`src/rtl/johnson_pkg.sv`:
```
// ---------------------------------------------------------------------------
// johnson_pkg
// Shared types and pure helper functions for the Johnson / ring counter.
//
// Contents:
//   JC_MAX_W          widest counter the helpers support
//   jc_mode_t         JC_JOHNSON (twisted ring, 2*W states) / JC_RING (W states)
//   jc_word_t         JC_MAX_W-bit carrier for counter values
//   jc_reset_pattern  first state of the sequence for a given mode
//   jc_is_legal       membership test for the sequence of a given mode
//   jc_step           one forward or reverse step of a given mode
//
// Packages cannot be parameterised, so the helpers take the live counter
// width as an argument and work on a JC_MAX_W-bit word whose bits at and
// above the width are ignored on input and returned as zero.
// ---------------------------------------------------------------------------
package johnson_pkg;

  localparam int JC_MAX_W = 32;

  typedef enum logic {
    JC_JOHNSON = 1'b0,
    JC_RING    = 1'b1
  } jc_mode_t;

  typedef logic [JC_MAX_W-1:0] jc_word_t;

  // Johnson sequences start at all zeros, ring sequences at {0..0,1}.
  function automatic jc_word_t jc_reset_pattern(input jc_mode_t mode);
    jc_word_t res;
    res    = '0;
    res[0] = (mode == JC_RING);
    return res;
  endfunction

  // Johnson: the value is a single run of ones anchored at one end, i.e. at
  // most one boundary between adjacent bits. Ring: exactly one bit set.
  function automatic logic jc_is_legal(input jc_word_t value,
                                       input jc_mode_t mode,
                                       input int       width);
    int edges;
    int ones;
    edges = 0;
    ones  = 0;
    for (int i = 0; i < JC_MAX_W - 1; i++) begin
      if ((i < width - 1) && (value[i] != value[i+1])) edges++;
    end
    for (int i = 0; i < JC_MAX_W; i++) begin
      if ((i < width) && value[i]) ones++;
    end
    return (mode == JC_JOHNSON) ? (edges <= 1) : (ones == 1);
  endfunction

  // Forward shifts towards the MSB, reverse towards the LSB. The bit fed in
  // at the far end is inverted for Johnson and passed straight for ring.
  function automatic jc_word_t jc_step(input jc_word_t value,
                                       input jc_mode_t mode,
                                       input logic     dir,
                                       input int       width);
    jc_word_t fwd;
    jc_word_t rev;
    logic     msb;
    logic     lsb;
    fwd = '0;
    rev = '0;
    msb = 1'b0;
    lsb = value[0];
    for (int i = 0; i < JC_MAX_W; i++) begin
      if (i == width - 1) msb = value[i];
    end
    for (int i = 1; i < JC_MAX_W; i++) begin
      if (i < width) fwd[i] = value[i-1];
    end
    fwd[0] = (mode == JC_JOHNSON) ? ~msb : msb;
    for (int i = 0; i < JC_MAX_W - 1; i++) begin
      if (i < width - 1) rev[i] = value[i+1];
    end
    for (int i = 0; i < JC_MAX_W; i++) begin
      if (i == width - 1) rev[i] = (mode == JC_JOHNSON) ? ~lsb : lsb;
    end
    return dir ? rev : fwd;
  endfunction

endpackage

```
`src/rtl/jc_phase_decode.sv`:
```
// ---------------------------------------------------------------------------
// jc_phase_decode
// Purely combinational decode of a counter value into its step index.
//
// Parameters:
//   WIDTH    counter width (>= 2)
//   PHASE_W  width of the step index
// Ports:
//   i_value  in   WIDTH    counter register value
//   i_mode   in   1        sequence mode the value belongs to
//   o_phase  out  PHASE_W  step index (meaningless for an illegal value)
//
// Johnson: the rising half of the sequence has MSB=0 and its index equals the
// number of ones; the falling half has MSB=1 and is counted back from 2*W.
// Ring: index of the set bit.
// ---------------------------------------------------------------------------
module jc_phase_decode
  import johnson_pkg::*;
#(
  parameter int WIDTH   = 4,
  parameter int PHASE_W = $clog2(2 * WIDTH)
) (
  input  logic [WIDTH-1:0]   i_value,
  input  jc_mode_t           i_mode,
  output logic [PHASE_W-1:0] o_phase
);

  logic [WIDTH-1:0] w_bit_idx_valid;

  // Per-bit flags kept separate so the popcount/priority loop stays tidy.
  genvar gi;
  generate
    for (gi = 0; gi < WIDTH; gi++) begin : g_bits
      assign w_bit_idx_valid[gi] = i_value[gi];
    end
  endgenerate

  always_comb begin
    int pc;
    int idx;
    pc  = 0;
    idx = 0;
    for (int i = 0; i < WIDTH; i++) begin
      if (w_bit_idx_valid[i]) begin
        pc  = pc + 1;
        idx = i;
      end
    end
    o_phase = '0;
    if (i_mode == JC_JOHNSON) begin
      o_phase = i_value[WIDTH-1] ? PHASE_W'(2 * WIDTH - pc) : PHASE_W'(pc);
    end else begin
      o_phase = PHASE_W'(idx);
    end
  end

endmodule

```
`src/rtl/johnson_counter_n.sv`:
```
// ---------------------------------------------------------------------------
// johnson_counter_n
// WIDTH-bit Johnson (twisted ring) or one-hot ring sequence generator with
// enable, direction, parallel load and self-correction of illegal states.
//
// Parameters:
//   WIDTH     counter width, 2 .. johnson_pkg::JC_MAX_W
//   PHASE_W   step index width, derived from WIDTH; leave at its default
// Ports:
//   clk       in   1        rising-edge clock
//   rst       in   1        synchronous active-high reset
//   en        in   1        advance one step this cycle
//   dir       in   1        0 = forward, 1 = reverse
//   mode      in   1        0 = Johnson, 1 = ring
//   load      in   1        load load_val this cycle
//   load_val  in   WIDTH    parallel load value
//   out       out  WIDTH    counter register
//   phase     out  PHASE_W  step index of out under the registered mode
//   wrap      out  1        registered pulse on a step across the sequence end
//   err       out  1        registered pulse when an illegal value is corrected
//
// Per edge, highest priority first: reset, load, mode change, correction of
// an illegal value, enabled step, hold. A loaded value is never checked on
// the edge that loads it; if illegal it is corrected on the following edge.
// ---------------------------------------------------------------------------
module johnson_counter_n
  import johnson_pkg::*;
#(
  parameter int WIDTH   = 4,
  parameter int PHASE_W = $clog2(2 * WIDTH)
) (
  input  logic               clk,
  input  logic               rst,
  input  logic               en,
  input  logic               dir,
  input  logic               mode,
  input  logic               load,
  input  logic [WIDTH-1:0]   load_val,
  output logic [WIDTH-1:0]   out,
  output logic [PHASE_W-1:0] phase,
  output logic               wrap,
  output logic               err
);

  logic [WIDTH-1:0]   r_out;
  jc_mode_t           r_mode;
  logic               r_wrap;
  logic               r_err;

  jc_mode_t           w_mode_in;
  jc_word_t           w_out_ext;
  logic               w_legal;
  logic [WIDTH-1:0]   w_step_val;
  logic [WIDTH-1:0]   w_rp_in;
  logic [WIDTH-1:0]   w_rp_cur;
  logic [PHASE_W-1:0] w_phase;
  logic [PHASE_W-1:0] w_last_phase;
  logic               w_wrap_hit;

  assign w_mode_in = jc_mode_t'(mode);

  // Zero-extend the register to the helper word width one bit at a time so
  // no out-of-range select of r_out is ever elaborated.
  genvar gi;
  generate
    for (gi = 0; gi < JC_MAX_W; gi++) begin : g_ext
      if (gi < WIDTH) begin : g_live
        assign w_out_ext[gi] = r_out[gi];
      end else begin : g_pad
        assign w_out_ext[gi] = 1'b0;
      end
    end
  endgenerate

  assign w_legal    = jc_is_legal(w_out_ext, r_mode, WIDTH);
  assign w_step_val = WIDTH'(jc_step(w_out_ext, r_mode, dir, WIDTH));
  assign w_rp_in    = WIDTH'(jc_reset_pattern(w_mode_in));
  assign w_rp_cur   = WIDTH'(jc_reset_pattern(r_mode));

  jc_phase_decode #(
    .WIDTH   (WIDTH),
    .PHASE_W (PHASE_W)
  ) u_phase (
    .i_value (r_out),
    .i_mode  (r_mode),
    .o_phase (w_phase)
  );

  // A step wraps when it leaves the last index going forward or index 0
  // going backward. Only consulted in the step branch, where out is legal.
  assign w_last_phase = (r_mode == JC_JOHNSON) ? PHASE_W'(2 * WIDTH - 1)
                                               : PHASE_W'(WIDTH - 1);
  assign w_wrap_hit   = dir ? (w_phase == '0) : (w_phase == w_last_phase);

  always_ff @(posedge clk) begin
    if (rst) begin
      r_out  <= '0;
      r_mode <= JC_JOHNSON;
      r_wrap <= 1'b0;
      r_err  <= 1'b0;
    end else begin
      r_wrap <= 1'b0;
      r_err  <= 1'b0;
      if (load) begin
        r_out <= load_val;
      end else if (w_mode_in != r_mode) begin
        r_out  <= w_rp_in;
        r_mode <= w_mode_in;
      end else if (!w_legal) begin
        r_out <= w_rp_cur;
        r_err <= 1'b1;
      end else if (en) begin
        r_out  <= w_step_val;
        r_wrap <= w_wrap_hit;
      end
    end
  end

  assign out   = r_out;
  assign phase = w_phase;
  assign wrap  = r_wrap;
  assign err   = r_err;

endmodule

```
`config.mk`:
```
export PLATFORM = sky130hd
export DESIGN_NAME = johnson_counter_n
export DESIGN_NICKNAME = d
export VERILOG_FILES = /design/src/rtl/johnson_pkg.sv /design/src/rtl/jc_phase_decode.sv /design/src/rtl/johnson_counter_n.sv
export SDC_FILE = /design/constraint.sdc
export NUM_CORES = 1
export LEC_CHECK = 0
export CORE_MARGIN = 2
export CORE_UTILIZATION = 49
export DETAILED_ROUTE_END_ITERATION = 10
export GPL_TIMING_DRIVEN = 1
export PLACE_DENSITY = 0.78
export SYNTH_ARGS = -nofsm -noshare
export SYNTH_HDL_FRONTEND = slang
export SYNTH_SLANG_ARGS = --single-unit
```
`constraint.sdc`:
```
create_clock -name clk -period 3.3 [get_ports clk]
set_input_delay 0.99 -clock clk [delete_from_list [all_inputs] [get_ports clk]]
set_output_delay 0.99 -clock clk [all_outputs]
set_load 0.1 [all_outputs]
```
== Word-level counts from Yosys, hierarchy flattened ==
Cells that the tools add are included.

* Output and inout port bits: 9
* Register bits after elaboration: 7
* Input port bits: 10
* Logic and storage cells: 56

* Reduce and logical (&&, ||, !) cells: 4
* Equality and inequality tests: 7
* Multiplexer cells: 26
* $add $sub $neg: 9
* Bitwise gates (word level): 5
* $lt $le $gt $ge: 1

{| class="wikitable"
|+ Operators with widths
! operator !! count
|-
| 2-to-1 mux 32 bit || 5
|-
| adder 32 x 2 -> 32 bit, second input constant || 4
|-
| == test 32 x 2 -> 1 bit, second input constant || 1
|-
| less-or-equal comparator 32 x 2 -> 1 bit, second input constant || 1
|-
| 2-to-1 mux 4 bit || 5
|-
| 2-to-1 mux 3 bit || 5
|-
| 2-to-1 mux 1 bit || 8
|-
| 2-to-1 mux 2 bit || 3
|-
| inverter 1 bit || 5
|-
| OR reduction 5 bit || 1
|-
| adder 1 x 1 -> 2 bit, second input constant || 2
|-
| inequality test 1 bit || 4
|-
| inequality test 4 x 3 -> 1 bit, second input constant || 1
|-
| adder 2 x 1 -> 3 bit, second input constant || 1
|-
| adder 3 x 2 -> 3 bit, second input constant || 1
|-
| == test 3 bit || 1
|-
| logical NOT 3 bit || 1
|-
| OR reduction 3 bit || 1
|-
| subtractor 1 x 3 -> 3 bit, first input constant || 1
|-
| AND reduction 2 bit || 1
|}

== Longest topological paths before layout ==
Gate-level depths: netlist of run 1.

* Depth after elaboration: 12
* Depth in mapped cells: 11
* Gate-level depth less buffers: 11

== By module ==
Synthesis of run 1 repeated with hierarchy kept, for this count alone.

* Cells, all modules: 117
* Area total of the unflattened synthesis: 910.9 µm²

{| class="wikitable"
|+ Modules (own cells, without submodules)
! module !! cells an instance !! area each (µm²) !! instances !! sequential area each (µm²)
|-
| johnson_counter_n || 84 || 674.4 || 1 || 140.1
|-
| jc_phase_decode || 33 || 236.5 || 1 || 0.0
|}

== Worst setup path after synthesis of run 1 ==
OpenSTA, ideal clock, no wires.

* Kind: flip-flop to output port
* From: reg r_out[0], in the netlist out[0]
* To: out phase[2]
* Slack: -1,684 ps
* Stages on the path, launching flop included: 11
* Required time: 2,310 ps
* Path buffers: 1
* Arrival time: 3,994 ps
* Cells stage by stage: dfxtp_1 inv_1 ha_1 buf_6 xor2_2 ha_1 clkinv_1 maj3_1 o22ai_1 a22oi_2 nor2_1

* Word-level cells in the longest chain between the ends: 10

{| class="wikitable"
|+ RTL lines
! item !! line !! RTL
|-
| start, declared || johnson_counter_n.sv:45 || <nowiki>logic [WIDTH-1:0] r_out;</nowiki>
|-
| start signal, assigned || johnson_counter_n.sv:105 || <nowiki>r_out <= load_val;</nowiki>
|-
| start signal, assigned || johnson_counter_n.sv:107 || <nowiki>r_out <= w_rp_in;</nowiki>
|-
| start signal, assigned || johnson_counter_n.sv:110 || <nowiki>r_out <= w_rp_cur;</nowiki>
|-
| 2-to-1 mux 1 bit (*) || jc_phase_decode.sv:44 || <nowiki>if (w_bit_idx_valid[i]) begin</nowiki>
|-
| adder 1 x 1 -> 2 bit || jc_phase_decode.sv:45 || <nowiki>pc = pc + 1;</nowiki>
|-
| 2-to-1 mux 2 bit (*) || jc_phase_decode.sv:44 ||
|-
| adder 2 x 1 -> 3 bit || jc_phase_decode.sv:45 ||
|-
| 2-to-1 mux 3 bit (*) || jc_phase_decode.sv:44 ||
|-
| adder 3 x 2 -> 3 bit || jc_phase_decode.sv:45 ||
|-
| 2-to-1 mux 3 bit (*) || jc_phase_decode.sv:44 ||
|-
| subtractor 1 x 3 -> 3 bit || jc_phase_decode.sv:51 || <nowiki>o_phase = i_value[WIDTH-1] ? PHASE_W'(2 * WIDTH - pc) : PHASE_W'(pc);</nowiki>
|-
| 2-to-1 mux 3 bit (*) || jc_phase_decode.sv:51 ||
|-
| 2-to-1 mux 3 bit (*) || jc_phase_decode.sv:50 || <nowiki>if (i_mode == JC_JOHNSON) begin</nowiki>
|-
| end, declared || johnson_counter_n.sv:40 || <nowiki>output logic [PHASE_W-1:0] phase,</nowiki>
|}

Every way passes the cells marked *; elsewhere a longest branch is shown, timed or not.

== Worst setup path in the final report of run 1 ==
* From: reg r_out[1], in the netlist out[1]
* To: out phase[2]

* Word-level cells in the longest chain between the ends: 8

{| class="wikitable"
|+ RTL lines
! item !! line
|-
| 2-to-1 mux 2 bit (*) || jc_phase_decode.sv:44
|-
| adder 2 x 1 -> 3 bit || jc_phase_decode.sv:45
|-
| 2-to-1 mux 3 bit (*) || jc_phase_decode.sv:44
|-
| adder 3 x 2 -> 3 bit || jc_phase_decode.sv:45
|-
| 2-to-1 mux 3 bit (*) || jc_phase_decode.sv:44
|-
| subtractor 1 x 3 -> 3 bit || jc_phase_decode.sv:51
|-
| 2-to-1 mux 3 bit (*) || jc_phase_decode.sv:51
|-
| 2-to-1 mux 3 bit (*) || jc_phase_decode.sv:50
|}

Marked as above.

==> out/qor.yml, run 1 <==
clock_path_buffers: 2
final_cell_area_um2: 1156
final.setup.tns_ns: 0
diodes: 0
io_buffers: 18
antenna_left: 0
fmax_mhz: 308.1
power.leakage_nw: 0.4731
synth-async-reset-ratio_pct: 0
final_cells: 139
routedWlPerCell_um: 14.59
slew_headroom_pct: 68.03
synth.distinct_cells: 43
first_iter_violations: 16
p_per_area_nw_per_um2: 447.6
maxSlewViolCount: 0
routed_wl_mm: 2.028
finalPower_mw: 0.5175
hold_buffers: 0
min_period_over_period_pct: 98.35
synth_flop_cell: "dfxtp_1"
critPathKind: "reg -> out"
tightestPinTransition_ns: 0.4795
register_area_um2: 151.4
fin_skew_ns: 0.01219
die_y_um: 44.93
overflow: 0
dr.pass1.iters: 4
ys_seq_area_share_pct: 17.07
hpwl_mm: 1.490
rsz0062_at_grt: "yes"
vias_per_cell: 5.827
cp_max_fo: 4
synthTopCellsByCount: "9 x inv_1, 9 x nor2_1, 7 x dfxtp_1, 7 x ha_1, 7 x nand2_1"
via_count: 810
clk_latency_ns: 0.26
synthCells: 99
fillCellCount: 124
cts_tree: "built"
ir_worst_vdd_mv: 0.2626
hold_class: "reg -> reg"
routabilityCongestion: 0.8294
syn_avg_cell_area_um2: 8.291
numCtsBuffers: 3
setup-violations-final: 0
crit_arrival_ns: 2.26
required_ns: 2.31
track_usage_pct: 22.59
grt_antenna_before_repair: 0
nets: 141
synthTopCellsByArea: "dfxtp_1 17%, ha_1 11%, inv_1 4.1%, nor2_1 4.1%, buf_6 4.1%"
first_global_vias: 742
cp-start-kind: "register"
area_growth_syn_to_layout_pct: 40.85
ios: 19
multi_input_area_um2: 644.4
drc: 0
synth_area_um2: 820.8
dp.cells: 129
core_area_um2: 1541
synth-edff-count: 0
ys_ff_latch: 7
cts_sinks: 7
syn_nets: 116
maxCapViolations: 0
yosysTopAreaCell: "dfxtp_1"
drive_gt1_share_pct: 34.96
cts.clk_slew.worst_paths_ns: 0.06
cts_max_level: 1
start_util_pct: 53.25
end_kind: "output port"
dpl-instance-area_um2: 1052
outcome: "complete, no violations"
die_x_um: 44.93
cts_root_buf: "clkbuf_4"
grt_max_degree: 13
fp-row-count: 14
hold_violations: 0
die-area_um2: 2018
synth_top_area_share_pct: 17.07
grt_pass1_wl_mm: 3.291
synth_warnings: 0
fin_crit_ns: 3.246
hold_slack_ns: 0.6109
## layout by cell type (no fill, tap or decap), drive strengths merged, types with 2 or more instances in the layout
cell type,instances
nor2,11
clkdlybuf4s50,9
mux2i,2
xnor2,3
nand2b,2
o21ai,4
nand2,7
ha,7
xor2,3
buf,18
clkbuf,4
a32oi,3
o211ai,4
inv,11
a311oi,3
nor3,2
a21oi,6
dfxtp,7
## final cells by class
cell class	count	area share, %
multi-input cells	74	55.74
repair buffers	27	22.73
flip-flops and latches	7	13.10
inverters	11	4.437
clock buffers	4	2.273
well taps	16	1.732
## logic make-up (layout without fill, tap and decap cells)
| kind of cell | after synthesis | in the layout | synth area share [%] |
|---|---|---|---|
| adder cells (fa/ha/maj) | 8 | 8 | 11.89 |
| XOR/XNOR | 6 | 6 | 7.319 |
| AND/OR/NAND/NOR | 28 | 28 | 20.28 |
| multiplexers | 2 | 2 | 2.439 |
| buffers and inverters | 18 | 42 | 11.58 |
| AO/OA/AOI/OAI | 30 | 30 | 29.42 |
| flip-flops | 7 | 7 | 17.07 |
## flip-flops by register name (all words and copies together), names as in the netlist
register  cells
r_mode        1
wrap          1
err           1
out           4
## final timing paths
kind,cells after the start,from,slack [ns],end
worst max-delay path,10,out[1]$_SDFFE_PP0P_,0.05,phase[2]
worst min-delay path,2,out[2]$_SDFFE_PP0P_,0.61,out[2]$_SDFFE_PP0P_
worst max register to register,12,out[1]$_SDFFE_PP0P_,1.00,wrap$_SDFF_PP0_
worst min register to register,2,out[2]$_SDFFE_PP0P_,0.61,out[2]$_SDFFE_PP0P_
## worst max-delay path: stages (launching register included)
cell,delay [ns]
dfxtp_4,0.37
inv_4,0.04
ha_4,0.25
xor2_4,0.16
ha_4,0.28
inv_4,0.04
maj3_2,0.29
o22ai_2,0.12
a22oi_2,0.12
nor2_4,0.14
buf_12,0.18
## power breakdown
group          switching, mW  internal (mW)  leakage (nW)
registers            0.00911         0.0906        0.0594
clock network         0.0336         0.0463        0.0150
logic                  0.207          0.131         0.399
total                  0.250          0.268         0.473
## metal layers
layer / routed length (um) / part of all wire, % / GRT usage (%) / vias to the layer above
met2: 1007 / 50 / 38.29 / 31
met1: 900 / 44 / 28.43 / 366
met5: 0 / 0 / 0 / -
met3: 121 / 6.0 / 7.200 / 0
li1: - / - / - / 413
met4: 0 / 0 / 3.529 / 0
## repair_timing
item	4_1_cts	5_1_grt
endpoints found under the setup margin	1	1
hold endpoints to repair	0	0
buffers inserted	4	2
gates resized for setup	2	3
pin swaps	4	6
## through the flow
step                      util [%]  setup slack (ns)
final                        75.00           0.05434
after global routing         75.00          -0.02106
after CTS                    73.05           0.01807
after detailed placement     68.26            0.1606
after global placement       68.26            0.2205
after floorplan                  -           -0.2440
Note: power is estimated with default switching activity, not from simulation.
==> inputs of run 2 (changes only) <==
--- a/config.mk
+++ b/config.mk
@@ -8,7 +8,7 @@
 export CORE_MARGIN = 2
 export CORE_UTILIZATION = 49
 export DETAILED_ROUTE_END_ITERATION = 10
-export GPL_TIMING_DRIVEN = 1
+export GPL_TIMING_DRIVEN = 0
 export PLACE_DENSITY = 0.78
 export SYNTH_ARGS = -nofsm -noshare
 export SYNTH_HDL_FRONTEND = slang
==> run 2 against run 1 <==
  * The run now ends with setup timing left
  * Critical path depth is the same
  * Wire length grew 5.8%
  * Highest routed layer is now met4
  * Combinational power grew 2%
  * Clock-buffer cell count is the same
  * Critical endpoint unchanged
  * Setup slack lost 0.070 ns
  * Register-to-register slack lost 0.04 ns
  * Worst hold slack gained 0.079 ns
  * Clock skew shrank 0.0041 ns
  * Via count grew 6.0%
  * Power grew 1.5%
  * Die area is the same
  * Sequential cell count is the same
==> out/qor.yml, run 2 (same netlist as run 1, synthesis figures left out) <==
tightestPinTransition_ns: 0.9631
crit_arrival_ns: 2.33
p_per_area_nw_per_um2: 434.2
routedWlPerCell_um: 14.60
dr.pass1.iters: 4
die_y_um: 44.93
violations: "setup timing"
outcome: "finished with violations"
clock_path_buffers: 2
hpwl_mm: 1.422
end_kind: "output port"
hold_slack_ns: 0.6901
setup-violations-final: 1
routabilityCongestion: 0.7912
ir_worst_vdd_mv: 0.3004
finalPower_mw: 0.5253
track_usage_pct: 23.05
cts_max_level: 1
fin_skew_ns: 0.008039
die_x_um: 44.93
routed_wl_mm: 2.146
cts.clk_slew.worst_paths_ns: 0.06
slew_headroom_pct: 35.59
cts_sinks: 7
final_cell_area_um2: 1210
fin_crit_ns: 3.315
numCtsBuffers: 3
cts_tree: "built"
first_global_vias: 751
grt_antenna_before_repair: 0
dp_slack_ns: -0.8498
fmax_mhz: 301.6
antenna_left: 0
largest_reg_flops: 4
maxCapViolations: 0
vias_per_cell: 5.844
critPathKind: "reg -> out"
required_ns: 2.31
overflow: 0
io_buffers: 15
hold_violations: 0
via_count: 859
final_cells: 147
drc: 0
drive_gt1_share_pct: 36.64
layout_common_cells: "14 x buf_4, 12 x clkdlybuf4s50_1, 8 x nor2_1"
rsz0062_at_grt: "yes"
nets: 149
postLayoutCoreUtil_pct: 78.49
cts_root_buf: "clkbuf_4"
power.leakage_nw: 0.4866
start_util_pct: 53.25
cp-start-kind: "register"
final.setup.tns_ns: -0.01528
maxSlewViolCount: 0
grt_pass1_wl_mm: 3.374
ios: 19
grt_max_degree: 11
die-area_um2: 2018
cp_max_fo: 5
core_area_um2: 1541
layout_commonest_cell: "buf_4"
min_period_over_period_pct: 100.5
fp-row-count: 14
layout_setup_ws_ns: -0.01528
dp.cells: 130
dpl-instance-area_um2: 1036
clk_latency_ns: 0.26
first_iter_violations: 10
hold_class: "reg -> reg"
diodes: 0
area_growth_syn_to_layout_pct: 47.41
==> run 2: layout make-up <==
cell class | count | area (um^2)
Multi-Input combinational cell | 74 | 646.9
Fill cell | 108 | 331.6
Timing Repair Buffer | 29 | 261.5
Sequential cell | 7 | 151.4
Inverter | 11 | 55.05
Buffer | 6 | 48.80
Clock buffer | 4 | 26.28
Tap cell | 16 | 20.02
==> run 2: per-layer routing <==
layer	wire length (um)	track usage, %	up-vias
li1	-	-	429
met2	1037	36.86	19
met4	46	7.647	0
met5	0	0	-
met1	966	30.00	405
met3	97	6.000	6
==> run 2: what timing repair did <==
item / in CTS / in global routing
endpoints found under the setup margin: 3 / 2
resized for setup: 17 / 7
setup buffers: 2 / 12
pin swaps: 3 / 8
hold buffers: 0 / 0
==> run 2: final timing paths <==
| kind | start | endpoint | slack [ns] | depth (start not counted) |
|---|---|---|---|---|
| min | out[0]$_SDFFE_PP0P_ | out[0]$_SDFFE_PP0P_ | 0.69 | 3 |
| max | out[0]$_SDFFE_PP0P_ | phase[2] | -0.02 | 10 |
| min reg2reg | out[0]$_SDFFE_PP0P_ | out[0]$_SDFFE_PP0P_ | 0.69 | 3 |
| max reg2reg | out[0]$_SDFFE_PP0P_ | wrap$_SDFF_PP0_ | 0.96 | 12 |
==> run 2: critical path: stages (launching register included) <==
cell	delay (ns)
dfxtp_4	0.39
inv_4	0.05
ha_4	0.27
xor2_4	0.17
ha_4	0.28
inv_4	0.03
maj3_2	0.31
o22ai_2	0.13
a22oi_2	0.12
nor2_4	0.14
buf_12	0.18
==> run 2: power breakdown <==
part,internal [mW],switching [mW]
Sequential,0.0906,0.00813
Combinational,0.135,0.211
Clock,0.0463,0.0341
